### config.mk
export PLATFORM = sky130hd
export DESIGN_NAME = mips_multicycle_ctrl
export DESIGN_NICKNAME = d
export VERILOG_FILES = /design/src/rtl/mips_ctrl_pkg.sv /design/src/rtl/mips_ctrl_outdec.sv /design/src/rtl/mips_multicycle_ctrl.sv
export SDC_FILE = /design/constraint.sdc
export NUM_CORES = 1
export LEC_CHECK = 0
export BUFFER_PORTS_ARGS = -buffer_cell sky130_fd_sc_hd__buf_2
export CORE_ASPECT_RATIO = 1.25
export CORE_MARGIN = 5
export CORE_UTILIZATION = 47
export CTS_BUF_LIST = sky130_fd_sc_hd__clkbuf_16
export DETAILED_ROUTE_END_ITERATION = 10
export GPL_TIMING_DRIVEN = 0
export PLACE_DENSITY = 0.87
export SLEW_MARGIN = 10
export SYNTH_ARGS = -nofsm -noshare
export SYNTH_HDL_FRONTEND = slang
export SYNTH_SLANG_ARGS = --single-unit
### constraint.sdc
create_clock -name clk -period 2 [get_ports clk]
set_clock_uncertainty 0.1 [all_clocks]
set_input_delay 0.1 -clock clk [delete_from_list [all_inputs] [get_ports clk]]
set_output_delay 0.1 -clock clk [all_outputs]
set_load 0.05 [all_outputs]
### src/rtl/mips_ctrl_pkg.sv
// mips_ctrl_pkg: shared state codes, opcodes and datapath select encodings
// for the multi-cycle MIPS main control FSM.
`default_nettype none

package mips_ctrl_pkg;

  typedef enum logic [3:0] {
    ST_FETCH   = 4'd0,
    ST_DECODE  = 4'd1,
    ST_MEMADR  = 4'd2,
    ST_MEMRD   = 4'd3,
    ST_MEMWB   = 4'd4,
    ST_MEMWR   = 4'd5,
    ST_RTEXEC  = 4'd6,
    ST_ALUWB   = 4'd7,
    ST_BRANCH  = 4'd8,
    ST_JUMP    = 4'd9,
    ST_IMMEXEC = 4'd10,
    ST_IMMWB   = 4'd11
  } state_t;

  localparam logic [5:0] OP_RTYPE = 6'b000000;
  localparam logic [5:0] OP_LW    = 6'b100011;
  localparam logic [5:0] OP_SW    = 6'b101011;
  localparam logic [5:0] OP_BEQ   = 6'b000100;
  localparam logic [5:0] OP_J     = 6'b000010;
  localparam logic [5:0] OP_ADDI  = 6'b001000;
  localparam logic [5:0] OP_ANDI  = 6'b001100;
  localparam logic [5:0] OP_ORI   = 6'b001101;
  localparam logic [5:0] OP_SLTI  = 6'b001010;

  localparam logic [1:0] ALUOP_ADD    = 2'b00;
  localparam logic [1:0] ALUOP_SUB    = 2'b01;
  localparam logic [1:0] ALUOP_FUNCT  = 2'b10;
  localparam logic [1:0] ALUOP_OPCODE = 2'b11;

  localparam logic [1:0] SRCB_REG   = 2'b00;
  localparam logic [1:0] SRCB_FOUR  = 2'b01;
  localparam logic [1:0] SRCB_IMM   = 2'b10;
  localparam logic [1:0] SRCB_IMMSH = 2'b11;

  localparam logic [1:0] PCSRC_ALU    = 2'b00;
  localparam logic [1:0] PCSRC_ALUOUT = 2'b01;
  localparam logic [1:0] PCSRC_JUMP   = 2'b10;

  // Successor of DECODE; ST_FETCH doubles as the "undecodable" marker.
  function automatic state_t decode_next(input logic [5:0] op);
    case (op)
      OP_RTYPE:                          return ST_RTEXEC;
      OP_LW, OP_SW:                      return ST_MEMADR;
      OP_BEQ:                            return ST_BRANCH;
      OP_J:                              return ST_JUMP;
      OP_ADDI, OP_ANDI, OP_ORI, OP_SLTI: return ST_IMMEXEC;
      default:                           return ST_FETCH;
    endcase
  endfunction

endpackage

`default_nettype wire

### src/rtl/mips_ctrl_outdec.sv
// mips_ctrl_outdec: combinational decode of FSM state (and mem_ready) into
// datapath enables and mux selects; hold suppresses all side effects.
`default_nettype none

module mips_ctrl_outdec
  import mips_ctrl_pkg::*;
(
  input  state_t     state,
  input  logic       mem_ready,
  input  logic       decode_illegal,
  input  logic       hold,
  output logic       PCWrite,
  output logic       PCWriteCond,
  output logic       IorD,
  output logic       MemRead,
  output logic       MemWrite,
  output logic       IRWrite,
  output logic       MemtoReg,
  output logic       RegDst,
  output logic       RegWrite,
  output logic       ALUSrcA,
  output logic [1:0] ALUSrcB,
  output logic [1:0] ALUOp,
  output logic [1:0] PCSource,
  output logic       instr_done
);

  always_comb begin
    PCWrite     = 1'b0;
    PCWriteCond = 1'b0;
    IorD        = 1'b0;
    MemRead     = 1'b0;
    MemWrite    = 1'b0;
    IRWrite     = 1'b0;
    MemtoReg    = 1'b0;
    RegDst      = 1'b0;
    RegWrite    = 1'b0;
    ALUSrcA     = 1'b0;
    ALUSrcB     = SRCB_REG;
    ALUOp       = ALUOP_ADD;
    PCSource    = PCSRC_ALU;
    instr_done  = 1'b0;

    case (state)
      ST_FETCH: begin
        MemRead = 1'b1;
        ALUSrcB = SRCB_FOUR;
        IRWrite = mem_ready;
        PCWrite = mem_ready;
      end
      ST_DECODE: begin
        ALUSrcB    = SRCB_IMMSH;
        instr_done = decode_illegal;
      end
      ST_MEMADR: begin
        ALUSrcA = 1'b1;
        ALUSrcB = SRCB_IMM;
      end
      ST_MEMRD: begin
        MemRead = 1'b1;
        IorD    = 1'b1;
      end
      ST_MEMWB: begin
        MemtoReg   = 1'b1;
        RegWrite   = 1'b1;
        instr_done = 1'b1;
      end
      ST_MEMWR: begin
        MemWrite   = 1'b1;
        IorD       = 1'b1;
        instr_done = mem_ready;
      end
      ST_RTEXEC: begin
        ALUSrcA = 1'b1;
        ALUOp   = ALUOP_FUNCT;
      end
      ST_ALUWB: begin
        RegDst     = 1'b1;
        RegWrite   = 1'b1;
        instr_done = 1'b1;
      end
      ST_BRANCH: begin
        ALUSrcA     = 1'b1;
        ALUOp       = ALUOP_SUB;
        PCWriteCond = 1'b1;
        PCSource    = PCSRC_ALUOUT;
        instr_done  = 1'b1;
      end
      ST_JUMP: begin
        PCWrite    = 1'b1;
        PCSource   = PCSRC_JUMP;
        instr_done = 1'b1;
      end
      ST_IMMEXEC: begin
        ALUSrcA = 1'b1;
        ALUSrcB = SRCB_IMM;
        ALUOp   = ALUOP_OPCODE;
      end
      ST_IMMWB: begin
        RegWrite   = 1'b1;
        instr_done = 1'b1;
      end
      default: ;
    endcase

    // Muxes keep showing FETCH values under reset; only side effects are killed.
    if (hold) begin
      PCWrite     = 1'b0;
      PCWriteCond = 1'b0;
      IRWrite     = 1'b0;
      RegWrite    = 1'b0;
      MemWrite    = 1'b0;
      MemRead     = 1'b0;
      instr_done  = 1'b0;
    end
  end

endmodule

`default_nettype wire

### src/rtl/mips_multicycle_ctrl.sv
// mips_multicycle_ctrl: main control FSM of the multi-cycle MIPS datapath,
// with memory-ready stalls, sticky illegal-opcode flag and retired count.
`default_nettype none

module mips_multicycle_ctrl
  import mips_ctrl_pkg::*;
#(
  parameter int CNT_W = 32
) (
  input  logic             clk,
  input  logic             reset,
  input  logic [5:0]       Opcode,
  input  logic             Zero,
  input  logic             mem_ready,
  output logic             PCWrite,
  output logic             PCWriteCond,
  output logic             IorD,
  output logic             MemRead,
  output logic             MemWrite,
  output logic             IRWrite,
  output logic             MemtoReg,
  output logic             RegDst,
  output logic             RegWrite,
  output logic             ALUSrcA,
  output logic [1:0]       ALUSrcB,
  output logic [1:0]       ALUOp,
  output logic [1:0]       PCSource,
  output logic [3:0]       state,
  output logic             instr_done,
  output logic             illegal_op,
  output logic [CNT_W-1:0] instr_count
);

  state_t cur_state;
  state_t nxt_state;
  logic   decode_illegal;
  logic   unused_zero;

  // Zero only matters to the datapath's conditional PC write.
  assign unused_zero    = Zero;
  assign decode_illegal = (cur_state == ST_DECODE) && (decode_next(Opcode) == ST_FETCH);
  assign state          = cur_state;

  always_ff @(posedge clk or posedge reset) begin
    if (reset) cur_state <= ST_FETCH;
    else       cur_state <= nxt_state;
  end

  always_comb begin
    nxt_state = ST_FETCH;
    case (cur_state)
      ST_FETCH:   nxt_state = mem_ready ? ST_DECODE : ST_FETCH;
      ST_DECODE:  nxt_state = decode_next(Opcode);
      ST_MEMADR:  nxt_state = (Opcode == OP_SW) ? ST_MEMWR : ST_MEMRD;
      ST_MEMRD:   nxt_state = mem_ready ? ST_MEMWB : ST_MEMRD;
      ST_MEMWR:   nxt_state = mem_ready ? ST_FETCH : ST_MEMWR;
      ST_RTEXEC:  nxt_state = ST_ALUWB;
      ST_IMMEXEC: nxt_state = ST_IMMWB;
      default:    nxt_state = ST_FETCH;
    endcase
  end

  always_ff @(posedge clk or posedge reset) begin
    if (reset) begin
      instr_count <= '0;
      illegal_op  <= 1'b0;
    end else begin
      if (instr_done)     instr_count <= instr_count + CNT_W'(1);
      if (decode_illegal) illegal_op  <= 1'b1;
    end
  end

  mips_ctrl_outdec u_outdec (
    .state          (cur_state),
    .mem_ready      (mem_ready),
    .decode_illegal (decode_illegal),
    .hold           (reset),
    .PCWrite        (PCWrite),
    .PCWriteCond    (PCWriteCond),
    .IorD           (IorD),
    .MemRead        (MemRead),
    .MemWrite       (MemWrite),
    .IRWrite        (IRWrite),
    .MemtoReg       (MemtoReg),
    .RegDst         (RegDst),
    .RegWrite       (RegWrite),
    .ALUSrcA        (ALUSrcA),
    .ALUSrcB        (ALUSrcB),
    .ALUOp          (ALUOp),
    .PCSource       (PCSource),
    .instr_done     (instr_done)
  );

endmodule

`default_nettype wire

## Word-level counts from Yosys, hierarchy flattened

Index checks and enable logic that the tools add are counted.

- Add/subtract/negate cells: 1
- Equal/unequal tests: 19
- Mux-type cells: 27
- Reductions and logical operators: 12

Operators by type and width:

| cell | number |
|---|---|
| $add 32x1->32 const B | 1 |
| $pmux 4 s7 | 1 |
| $eq 6x4->1 const B | 4 |
| $pmux 4 s5 | 1 |
| $mux 1 | 17 |
| $eq 4x3->1 const B | 4 |
| $eq 4x4->1 const B | 4 |
| $eq 6x6->1 const B | 2 |
| $pmux 2 s3 | 2 |
| $mux 3 | 3 |
| $eq 4x2->1 const B | 2 |
| $logic_not 4->1 | 2 |
| $reduce_or 2->1 | 4 |
| $reduce_or 4->1 | 2 |
| $eq 6x2->1 const B | 1 |
| $eq 6x3->1 const B | 1 |
| $logic_not 6->1 | 1 |
| $reduce_or 5->1 | 1 |
| $eq 4x1->1 const B | 1 |
| $pmux 2 s2 | 1 |
| $pmux 1 s3 | 1 |
| $reduce_or 3->1 | 1 |
| $pmux 1 s2 | 1 |
| $logic_and 1x1->1 | 1 |

- Flip-flop bits (word level): 37
- Word-level logic and storage cells: 62

## Depth between registers and ports, before layout

Gate-level depths: netlist (run 1).

- Word-level depth: 7
- Mapped depth: 8
- Mapped depth without buffers: 5

## Modules after synthesis

A second synthesis (run 1) with hierarchy kept.

- Cell total of the unflattened synthesis: 209
- Area total of the unflattened synthesis: 2128.3 um2

By module, submodules not included:

| module | instances | cells each | area each (um2) | seq. area each (um2) |
|---|---|---|---|---|
| mips_multicycle_ctrl | 1 | 170 | 1889.3 | 925.9 |
| mips_ctrl_outdec | 1 | 39 | 239.0 | 0.0 |

## Worst setup path before layout (run 1)

OpenSTA, ideal clock, no wires.

- Kind: reg2out
- Start: register cur_state[1] (netlist: state[1])
- End: output port RegWrite
- Arrival: 2.741 ns
- Required time: 1.800 ns
- Path slack: -0.941 ns
- Stages on the path, launching flop included: 5
- Cell sequence: dfrtp_1 > buf_2 > buf_1 > nor3_1 > o21a_1

- Cells in the longest elaborated chain, start to end: 4
- Elaborated cells on any way between the ends: 6
- Classes of those cells: 3 x eq/ne; 2 x mux; 1 x reduce/logical

RTL lines:

| what | RTL line | source |
|---|---|---|
| from (decl) | mips_multicycle_ctrl.sv:34 | `state_t cur_state;` |
| from (signal assigned) | mips_multicycle_ctrl.sv:46 | `else cur_state <= nxt_state;` |
| $eq 4x3->1 / $eq 4x4->1 (equally long branches) | mips_ctrl_outdec.sv:44 | `case (state)` |
| $reduce_or 3->1 (no source line) * | n/a |  |
| $mux 1 * | mips_ctrl_outdec.sv:44 |  |
| $mux 1 * | mips_ctrl_outdec.sv:107 | `if (hold) begin` |
| to (decl) | mips_multicycle_ctrl.sv:23 | `output logic RegWrite,` |

Mark *: on every way between the ends. The rest lies on a longest branch, timed or not.

## Final worst setup path (run 1)

- Start: register cur_state[2] (netlist: state[2])
- End: register instr_count[12]

- Cells in the longest elaborated chain, start to end: 4
- Elaborated cells on any way between the ends: 11
- Classes of those cells: 7 x eq/ne; 2 x mux; 2 x reduce/logical

RTL lines:

| what | RTL line | source |
|---|---|---|
| $eq 4x3->1 (tied with other cells) | mips_ctrl_outdec.sv:44 |  |
| $reduce_or 5->1 (no source line) / $logic_and 1x1->1 (equally long branches) | n/a |  |
| $pmux 1 s3 * | mips_ctrl_outdec.sv:44 |  |
| $mux 1 * | mips_ctrl_outdec.sv:107 |  |
| to (signal assigned) | mips_multicycle_ctrl.sv:68 | `if (instr_done) instr_count <= instr_count + CNT_W'(1);` |
| to (decl) | mips_multicycle_ctrl.sv:31 | `output logic [CNT_W-1:0] instr_count` |

Marked as above.
A chain may end at the register's enable or synchronous reset.

==> impl_results.md, run 1 <==
* Die width at 71.5 µm
* Synth async-reset ratio at 1.00
* Initial antenna violation count at 0
* Max_cap viols at 0
* Drt pass-1 iters at 4
* Vias at 2298
* Sequential area share after synthesis at 0.417
* NetSw at 1.95 mW
* Commonest cells after routing, fill and taps aside: buf_2 (55), xor2_1 (29), dfrtp_1 (29)
* Post-Syn Area at 2220 µm²
* Share of the synthesized area in the top cell type at 0.417
* Syn_nets at 245
* Clk sinks at 37
* Max VDD drop at 1020 µV
* CTS tree: yes
* Finished Layout Cells at 394
* Diodes inserted at 0
* Status: finished with violations
* Post-synth EDFFs at 0
* Setup slack after layout at -0.222 ns
* Final Instance Area at 3610 µm²
* Crit path time final at 2.22 ns
* Hold Crit Class: in2async
* Cell Pwr Density at 1180 nW/µm²
* Standard-cell rows at 28
* Clk slew on worst S/H paths at 0.07 ns
* Drt total wl at 7310 µm
* First-pass GRT wire length at 11700 µm
* Commonest non-fill, non-tap cell in the layout: buf_2
* Via-per-instance ratio at 5.83
* Yosys top cell by area: dfrtp_1
* Top_reg_cell synth: dfrtp_1
* DP Cell Count at 355
* Worst path required time at 2.10 ns
* Clock Latency Late Sink at 0.29 ns
* Worst path arrival time at 2.32 ns
* H-Tree Depth at 2
* WL per Instance at 18.5 µm
* RSZ-0062 raised after global routing: true
* Hold-fix buffers, CTS at 0
* CP Launch Type: register
* Yosys reg bits at 37
* Area Growth Syn to Fin at 62.5%
* Headroom to the max-slew limit at 0.467
* Syn. warnings at 0
* Die Y at 86.8 µm
* Gr usage total at 0.242
* Int Pwr at 2.32 mW
* Ports at 64
* Setup violators final at 26
* Port Buf Inserts at 60
* Switching part of the total power at 0.458
* CP Max Fanout at 6
* Core Area at 4660 µm²
* Synth cell types at 45
* RD Place Congestion at 0.872
* Fill count at 270
* Synth area leaders: dfrtp_1 (42%), xor2_1 (11%), nor3_1 (3.8%)
* Placed inst area at 2930 µm²
* Comb power frac at 0.550
* Post-Synthesis Cells at 234
* Clock power share at 0.217
* CTS buffer count at 5
* Drt initial violations at 118
* Starting Density at 0.476
* Violations in the final reports: setup timing
* CP Class: reg2reg
* Layout cells sized above 1 at 0.503
* Largest net degree at the start of global routing at 23
* Die Area at 6210 µm²
* Layout Nets at 344
* Worst slew pin tran at 0.799 ns
* Endpoint class of the critical path: register
* Final worst path period share at 1.11
* Max Buffers Root-to-Sink at 2
* Root Driver: clkbuf_16
* DPL Wire Length at 4370 µm
* DRC Markers at 0
* Grt ovf at 0
* Reg power frac at 0.233
* Max Slew Vio Count at 0
* Final Hold Fails at 0
* Leakage power at 1.95 nW
* Mean Syn Cell Area at 9.49 µm²
* Routed Antenna Nets at 0
* Vias in the first global route at 2274
* Fmax at 450 MHz
-- through the flow --
stage	utilization	hold WS [ns]	worst slack (ns)	power, mW	setup TNS [ns]
floorplan	-	0.168	-0.295	2.39	-7.63
global placement	0.623	0.355	-0.411	2.73	-6.38
detailed placement	0.629	0.278	-0.327	2.76	-6.76
CTS	0.744	0.0188	-0.201	4.00	-3.20
global route	0.774	0.152	-0.315	4.44	-6.59
finish	0.774	0.0810	-0.222	4.27	-4.01
-- worst max-delay path: stages, from the launching register on --
cell and delay, ns:
dfrtp_2 0.45, nor4b_4 0.38, buf_4 0.20, nand2_4 0.06
a311o_1 0.33, buf_6 0.17, buf_16 0.15, nor3_4 0.11
xor2_1 0.17
-- registers in the layout (all words and copies together), names as in the netlist --
name	cells
illegal_op	1
instr_count	32
state	4
-- timing repair --
| action | CTS | global route |
|---|---|---|
| pin swaps | 31 | 18 |
| setup endpoints to repair | 41 | 39 |
| gates cloned | 1 | 1 |
| resized for setup | 32 | 19 |
| buffers inserted | 27 | 9 |
-- synthesized netlist by cell type (3+ instances only) --
master,count
nand4_1,7
nand2b_1,7
clkbuf_1,6
and3_1,6
mux2i_1,3
inv_1,5
nor2b_1,4
buf_6,3
and4_1,3
a21oi_1,6
nor2_1,16
xnor2_1,3
nor4_1,12
nor3_2,8
nor3_1,17
xor2_1,29
nand2_1,20
nand3_1,9
dfrtp_1,37
-- final timing paths --
kind                                 startpoint         endpoint  slack, ns  depth (start not counted)
worst max-delay path                   state[2]  instr_count[12]      -0.22                          8
worst min-delay path                      reset  instr_count[26]       0.08                          2
worst max register to register         state[2]  instr_count[12]      -0.22                          8
worst min register to register  instr_count[10]  instr_count[10]       0.38                          1
max in group asynchronous                 reset  instr_count[10]       1.24                          3
min in group clk                      Opcode[3]         state[2]       0.14                          4
-- layout make-up --
cell class	instances	area [µm²]	area share
clock buffer	5	125	0.0347
buffer	8	83.8	0.0232
tap	60	75.1	0.0208
timing repair buffer	97	708	0.196
clock inverter	3	46.3	0.0128
inverter	5	18.8	0.00520
sequential	37	936	0.260
multi-input combinational	179	1610	0.447
-- routing by layer --
layer	share of wire	up-vias	track usage
met5	0	-	0
met2	0.53	116	0.424
met3	0.065	25	0.0383
met4	0.034	0	0.0957
li1	-	1046	-
met1	0.37	1111	0.296
-- cell families (layout without fill, tap and decap cells) --
family,after synthesis,after routing,synth area share
compound gates,22,22,0.0722
xor+xnor,32,32,0.126
fa+ha+maj,1,1,0.00564
buf+inv,18,118,0.0417
flops,37,37,0.417
mux,5,5,0.0237
simple gates,119,119,0.313
-- power groups by stage --
stage                     Combinational (mW)  Clock (mW)  Sequential [mW]
after CTS                               2.09       0.917            0.990
after detailed placement                1.79           0            0.974
after global routing                    2.46       0.960             1.01
final                                   2.35       0.929            0.995
after floorplan                         1.10           0             1.29
after global placement                  1.76           0            0.966
(Power assumes the default switching activity.)
==> inputs of run 2 (changes only) <==
==> constraint.sdc (replaced) <==
create_clock -name clk -period 2 [get_ports clk]
set_clock_uncertainty 0.1 [all_clocks]
set_input_delay 0.1 -clock clk [delete_from_list [all_inputs] [get_ports clk]]
set_output_delay 0.1 -clock clk [all_outputs]
set_load 0.005 [all_outputs]
==> run 2 against run 1 <==
Effect of this change: the flow still finishes with violations (setup timing); maximum frequency down 3.1%; utilization down 6.7 points; cell count down 2.8%; clock power down 17%; flip-flop and latch count unchanged; register-to-register slack worse by 0.07 ns; design area down 8.6%; critical path depth unchanged; wire length down 6.8%; clock-buffer cell count unchanged; setup slack worse by 0.072 ns; highest routed layer unchanged.
==> impl_results.md, run 2 (same netlist as run 1, synthesis figures left out) <==
* Ports at 64 (unchanged)
* RSZ-0062 raised after global routing: true (unchanged)
* Endpoint class of the critical path: register (unchanged)
* Largest net degree at the start of global routing at 42 (was 23)
* Via-per-instance ratio at 5.67 (was 5.83)
* Clk slew on worst S/H paths at 0.06 ns (was 0.07 ns)
* Crit path time final at 2.29 ns (was 2.22 ns)
* Worst slew pin tran at 0.812 ns (was 0.799 ns)
* Cell Pwr Density at 991 nW/µm² (was 1180 nW/µm²)
* Met2 usage at 0.381 (was 0.424)
* Setup violators final at 29 (was 26)
* WL per Instance at 17.8 µm (was 18.5 µm)
* Placed inst area at 2740 µm² (was 2930 µm²)
* Starting Density at 0.476 (unchanged)
* Grt ovf at 0 (unchanged)
* Reg2Reg Depth at 8 (unchanged)
* Area Growth Syn to Fin at 48.5% (was 62.5%)
* Commonest non-fill, non-tap cell in the layout: buf_2 (unchanged)
* H-Tree Depth at 2 (unchanged)
* Vias at 2173 (was 2298)
* Port Buf Inserts at 60 (unchanged)
* DRC Markers at 0 (unchanged)
* Worst reg2reg startpoint: state[0] (was state[2])
* Status: finished with violations (unchanged)
* Max_cap viols at 0 (unchanged)
* Reg2reg setup slack at -0.29 ns (was -0.22 ns)
* Setup slack after layout at -0.294 ns (was -0.222 ns)
* Root Driver: clkbuf_16 (unchanged)
* CP Launch Type: register (unchanged)
* First-pass GRT wire length at 10600 µm (was 11700 µm)
* CTS tree: yes (unchanged)
* GR Util met1 at 0.251 (was 0.296)
* Drt initial violations at 189 (was 118)
* Layout cells sized above 1 at 0.443 (was 0.503)
* Die Area at 6210 µm² (unchanged)
* Violations in the final reports: setup timing (unchanged)
* CP Max Fanout at 6 (unchanged)
* Most used routing layer in global routing: met2 (unchanged)
* Drt pass-1 iters at 4 (unchanged)
* DPL Wire Length at 4170 µm (was 4370 µm)
* Gr usage total at 0.213 (was 0.242)
* Crit path from: state[0] (was state[2])
* Die Y at 86.8 µm (unchanged)
* Final Hold Fails at 0 (unchanged)
* Headroom to the max-slew limit at 0.459 (was 0.467)
* CTS buffer count at 5 (unchanged)
* Commonest cells after routing, fill and taps aside: buf_2 (61), dfrtp_1 (35), xor2_1 (29) (was buf_2 (55), xor2_1 (29), dfrtp_1 (29))
* Die width at 71.5 µm (unchanged)
* RR Endpoint: instr_count[22] (was instr_count[12])
* Worst path required time at 2.10 ns (about the same)
* Final worst path period share at 1.15 (was 1.11)
* Setup_tns at -4.39 ns (was -4.01 ns)
* Vias in the first global route at 2156 (was 2274)
* Reg with most FFs: instr_count (unchanged)
* Worst setup path endpoint: instr_count[22] (was instr_count[12])
* Finished Layout Cells at 383 (was 394)
* Fmax at 436 MHz (was 450 MHz)
* Pre-CTS setup slack at -0.291 ns (was -0.327 ns)
* Routed Antenna Nets at 0 (unchanged)
* Hold-fix buffers, CTS at 0 (unchanged)
* Max VDD drop at 619 µV (was 1020 µV)
* Worst path arrival time at 2.39 ns (was 2.32 ns)
* DP Cell Count at 354 (was 355)
* Final Instance Area at 3300 µm² (was 3610 µm²)
* Max FFs per register at 32 (unchanged)
* Core Area at 4660 µm² (unchanged)
* M3 GR Usage at 0.0371 (was 0.0383)
* RD Place Congestion at 0.855 (was 0.872)
* Max Slew Vio Count at 0 (unchanged)
* Drt total wl at 6810 µm (was 7310 µm)
* CP Class: reg2reg (unchanged)
* Clock Latency Late Sink at 0.28 ns (was 0.29 ns)
* Fill count at 316 (was 270)
* Max Buffers Root-to-Sink at 2 (unchanged)
* Clk sinks at 37 (unchanged)
* Initial antenna violation count at 0 (unchanged)
* Layout Nets at 333 (was 344)
* Diodes inserted at 0 (unchanged)
* Leakage power at 1.77 nW (was 1.95 nW)
* Standard-cell rows at 28 (unchanged)
* Hold Crit Class: in2reg (was in2async)
## run 2: cell count changes in the layout (fill, tap and decap cells not counted), moves of 6 or more
cell / before / now
buf_2: 55 / 61
buf_4: 27 / 21
buf_6: 10 / 3
dfrtp_1: 29 / 35
dfrtp_2: 8 / 2
nor3_4: 18 / 12
## run 2: worst min-delay path by stage
stage,startpoint,to,slack (ns),depth (start not counted)
after global placement,Opcode[4],illegal_op,0.35,3
after floorplan,Opcode[4],illegal_op,0.17,2
after global routing,Opcode[4],illegal_op,0.1,3
final,Opcode[3],state[2],0.09,4
after detailed placement,instr_count[31],instr_count[31],0.35,1
after CTS,Opcode[4],illegal_op,0.08,3
## run 2: layer usage
metal  share of wire  up-vias
li1                -     1015
met1            0.39     1086
met2            0.54       62
met3           0.050       10
met4           0.018        0
met5               0        -
## run 2: power by group
group	total, mW	internal, mW	switching [mW]
Sequential	0.966	0.848	0.118
Clock	0.772	0.457	0.316
Combinational	1.53	0.704	0.824
Total	3.27	2.01	1.26
## run 2: repair_timing
action | in CTS | in global routing
gates cloned | 1 | 2
setup buffers | 12 | 9
endpoints found under the setup margin | 32 | 39
pin swaps | 18 | 20
gates resized for setup | 25 | 26
## run 2: cell type report
type,count,area [µm²],area share
plain buffers,10,101,0.0308
inverters,5,21.3,0.00645
flip-flops and latches,37,928,0.282
multi-input cells,179,1520,0.462
clock buffers,5,125,0.0380
clock inverters,3,17.5,0.00532
well taps,60,75.1,0.0228
repair buffers,84,503,0.153
## run 2: through the flow
step / utilization / hold slack [ns] / power, mW
after detailed placement: 0.587 / 0.355 / 2.04
final: 0.707 / 0.0946 / 3.27
after global routing: 0.707 / 0.0987 / 3.43
after global placement: 0.587 / 0.347 / 2.02
after CTS: 0.667 / 0.0832 / 3.08
after floorplan: - / 0.165 / 1.70
## run 2: critical path, stage by stage, from the launching register on
cell,delay [ns]
dfrtp_1,0.39
buf_6,0.13
nor2b_2,0.16
a2111o_1,0.41
a311o_1,0.38
buf_6,0.16
buf_4,0.14
nor4_4,0.15
xor2_1,0.19
==> inputs of run 3 (changes only) <==
--- a/config.mk
+++ b/config.mk
@@ -6,7 +6,7 @@
 export NUM_CORES = 1
 export LEC_CHECK = 0
 export BUFFER_PORTS_ARGS = -buffer_cell sky130_fd_sc_hd__buf_2
-export CORE_ASPECT_RATIO = 1.25
+export CORE_ASPECT_RATIO = 0.5
 export CORE_MARGIN = 5
 export CORE_UTILIZATION = 47
 export CTS_BUF_LIST = sky130_fd_sc_hd__clkbuf_16
==> run 3 against run 2 <==
Effect of this change: the flow still finishes with violations (setup timing); largest cell class unchanged; clock power shrank 3.4%; die area grew 1.2%; design area fell by 3.5%; worst hold slack better by 0.0025 ns; clock-buffer cell count did not move; combinational power shrank 9%; largest power group unchanged; sequential share of layout area increased by 0.98 points; cell count shrank 0.78%.
==> impl_results.md, run 3 (same netlist as run 1, synthesis figures left out) <==
* CP Max Fanout at 9 (was 6)
* Die Area at 6280 µm² (was 6210 µm²)
* DP Cell Count at 360 (was 354)
* Drt total wl at 6920 µm (was 6810 µm)
* CTS buffer count at 5 (unchanged)
* Fmax at 444 MHz (was 436 MHz)
* Clock Latency Late Sink at 0.28 ns (about the same)
* Grt ovf at 0 (unchanged)
* Gr usage total at 0.220 (was 0.213)
* Diodes inserted at 0 (unchanged)
* Die Y at 58.6 µm (was 86.8 µm)
* Largest net degree at the start of global routing at 42 (unchanged)
* Initial antenna violation count at 0 (unchanged)
* Max Buffers Root-to-Sink at 2 (unchanged)
* Reg2Reg Depth at 8 (unchanged)
* Max VDD drop at 531 µV (was 619 µV)
* First-pass GRT wire length at 10800 µm (was 10600 µm)
* Reg2reg setup slack at -0.25 ns (was -0.29 ns)
* Cell Pwr Density at 975 nW/µm² (was 991 nW/µm²)
* Root Driver: clkbuf_16 (unchanged)
* Final Instance Area at 3180 µm² (was 3300 µm²)
* Via-per-instance ratio at 5.78 (was 5.67)
* Final Hold Fails at 0 (unchanged)
* Worst path arrival time at 2.35 ns (was 2.39 ns)
* Endpoint class of the critical path: register (unchanged)
* Final worst path period share at 1.13 (was 1.15)
* RR Endpoint: instr_count[24] (was instr_count[22])
* Commonest non-fill, non-tap cell in the layout: buf_2 (unchanged)
* Clk slew on worst S/H paths at 0.05 ns (was 0.06 ns)
* Crit path time final at 2.25 ns (was 2.29 ns)
* Hold slack at 0.0972 ns (was 0.0946 ns)
* H-Tree Depth at 2 (unchanged)
* Hold Crit Class: in2reg (unchanged)
* CTS tree: yes (unchanged)
* Fill count at 304 (was 316)
* Setup_tns at -3.70 ns (was -4.39 ns)
* Finished Layout Cells at 380 (was 383)
* Worst slew pin tran at 0.806 ns (was 0.812 ns)
* Tot Pwr at 3.10 mW (was 3.27 mW)
* Max_cap viols at 0 (unchanged)
* Worst path required time at 2.09 ns (was 2.10 ns)
* Pre-CTS setup slack at -0.282 ns (was -0.291 ns)
* Reg with most FFs: instr_count (unchanged)
* WL per Instance at 18.2 µm (was 17.8 µm)
* Worst reg2reg startpoint: state[2] (was state[0])
* Leakage power at 1.72 nW (was 1.77 nW)
* Clk sinks at 37 (unchanged)
* Violations in the final reports: setup timing (unchanged)
* Commonest cells after routing, fill and taps aside: buf_2 (61), dfrtp_1 (36), xor2_1 (29) (was buf_2 (61), dfrtp_1 (35), xor2_1 (29))
* CP Launch Type: register (unchanged)
* Core Area at 4490 µm² (was 4660 µm²)
* Status: finished with violations (unchanged)
* DRC Markers at 0 (unchanged)
* Vias at 2196 (was 2173)
* Setup violators final at 22 (was 29)
* Ports at 64 (unchanged)
* Headroom to the max-slew limit at 0.463 (was 0.459)
* Setup slack after layout at -0.254 ns (was -0.294 ns)
* Max Slew Vio Count at 0 (unchanged)
* Vias in the first global route at 2264 (was 2156)
* Starting Density at 0.495 (was 0.476)
* Standard-cell rows at 17 (was 28)
* Layout cells sized above 1 at 0.404 (was 0.443)
* Area Growth Syn to Fin at 43.3% (was 48.5%)
* Hold depth at 4 (unchanged)
* Placed inst area at 2740 µm² (about the same)
* Max FFs per register at 32 (unchanged)
* RSZ-0062 raised after global routing: true (unchanged)
* Drt initial violations at 98 (was 189)
* Drt pass-1 iters at 4 (unchanged)
* RD Place Congestion at 0.905 (was 0.855)
* Die width at 107 µm (was 71.5 µm)
* Worst hold endpoint: state[2] (unchanged)
* Final Util at 0.709 (was 0.707)
* Hold-fix buffers, CTS at 0 (unchanged)
* Routed Antenna Nets at 0 (unchanged)
* CP Class: reg2reg (unchanged)
* Hold Crit Start: Opcode[3] (unchanged)
* DPL Wire Length at 4380 µm (was 4170 µm)
* Port Buf Inserts at 60 (unchanged)
* Layout Nets at 325 (was 333)
[run 3: critical path, stage by stage, from the launching register on]
cell and delay [ns]:
dfrtp_1 0.39, buf_6 0.14, nor2b_4 0.12, a2111o_1 0.43, a311o_1 0.34, buf_6 0.16, buf_4 0.14, nor3_4 0.15
xor2_1 0.19
[run 3: where the power goes]
part / internal (mW) / switching, mW / leakage (nW)
Sequential: 0.848 / 0.115 / 0.488
Clock: 0.450 / 0.296 / 0.0633
Combinational: 0.618 / 0.774 / 1.17
Total: 1.92 / 1.18 / 1.72
[run 3: cell type report]
class                           count  area [µm²]  share of cell area
Buffer                             12         116              0.0366
Multi-Input combinational cell    179        1480               0.467
Timing Repair Buffer               74         413               0.130
Inverter                            5        21.3             0.00669
Tap cell                           66        82.6              0.0260
Sequential cell                    37         927               0.292
Clock inverter                      2        11.3             0.00354
Clock buffer                        5         125              0.0393
[run 3: layer usage]
layer	GRT usage	wire length [µm]
met1	0.251	2730
met2	0.400	3600
met3	0.0427	377
met4	0.113	210
met5	0	0
[run 3: how the worst max path moves through the flow]
| stage | start | endpoint | slack (ns) | depth (start not counted) |
|---|---|---|---|---|
| global route | state[2] | instr_count[11] | -0.32 | 8 |
| CTS | state[2] | instr_count[24] | -0.21 | 7 |
| finish | state[2] | instr_count[24] | -0.25 | 8 |
| detailed placement | state[1] | instr_count[10] | -0.28 | 8 |
| global placement | reset | MemRead | -0.25 | 4 |
| floorplan | state[2] | instr_count[8] | -0.08 | 8 |
[run 3: timing repair]
item	4_1_cts	5_1_grt
endpoints found under the hold margin	0	0
buffers inserted	8	5
gates resized for setup	20	22
setup endpoints to repair	32	35
pin swaps	19	18
cloned	1	0
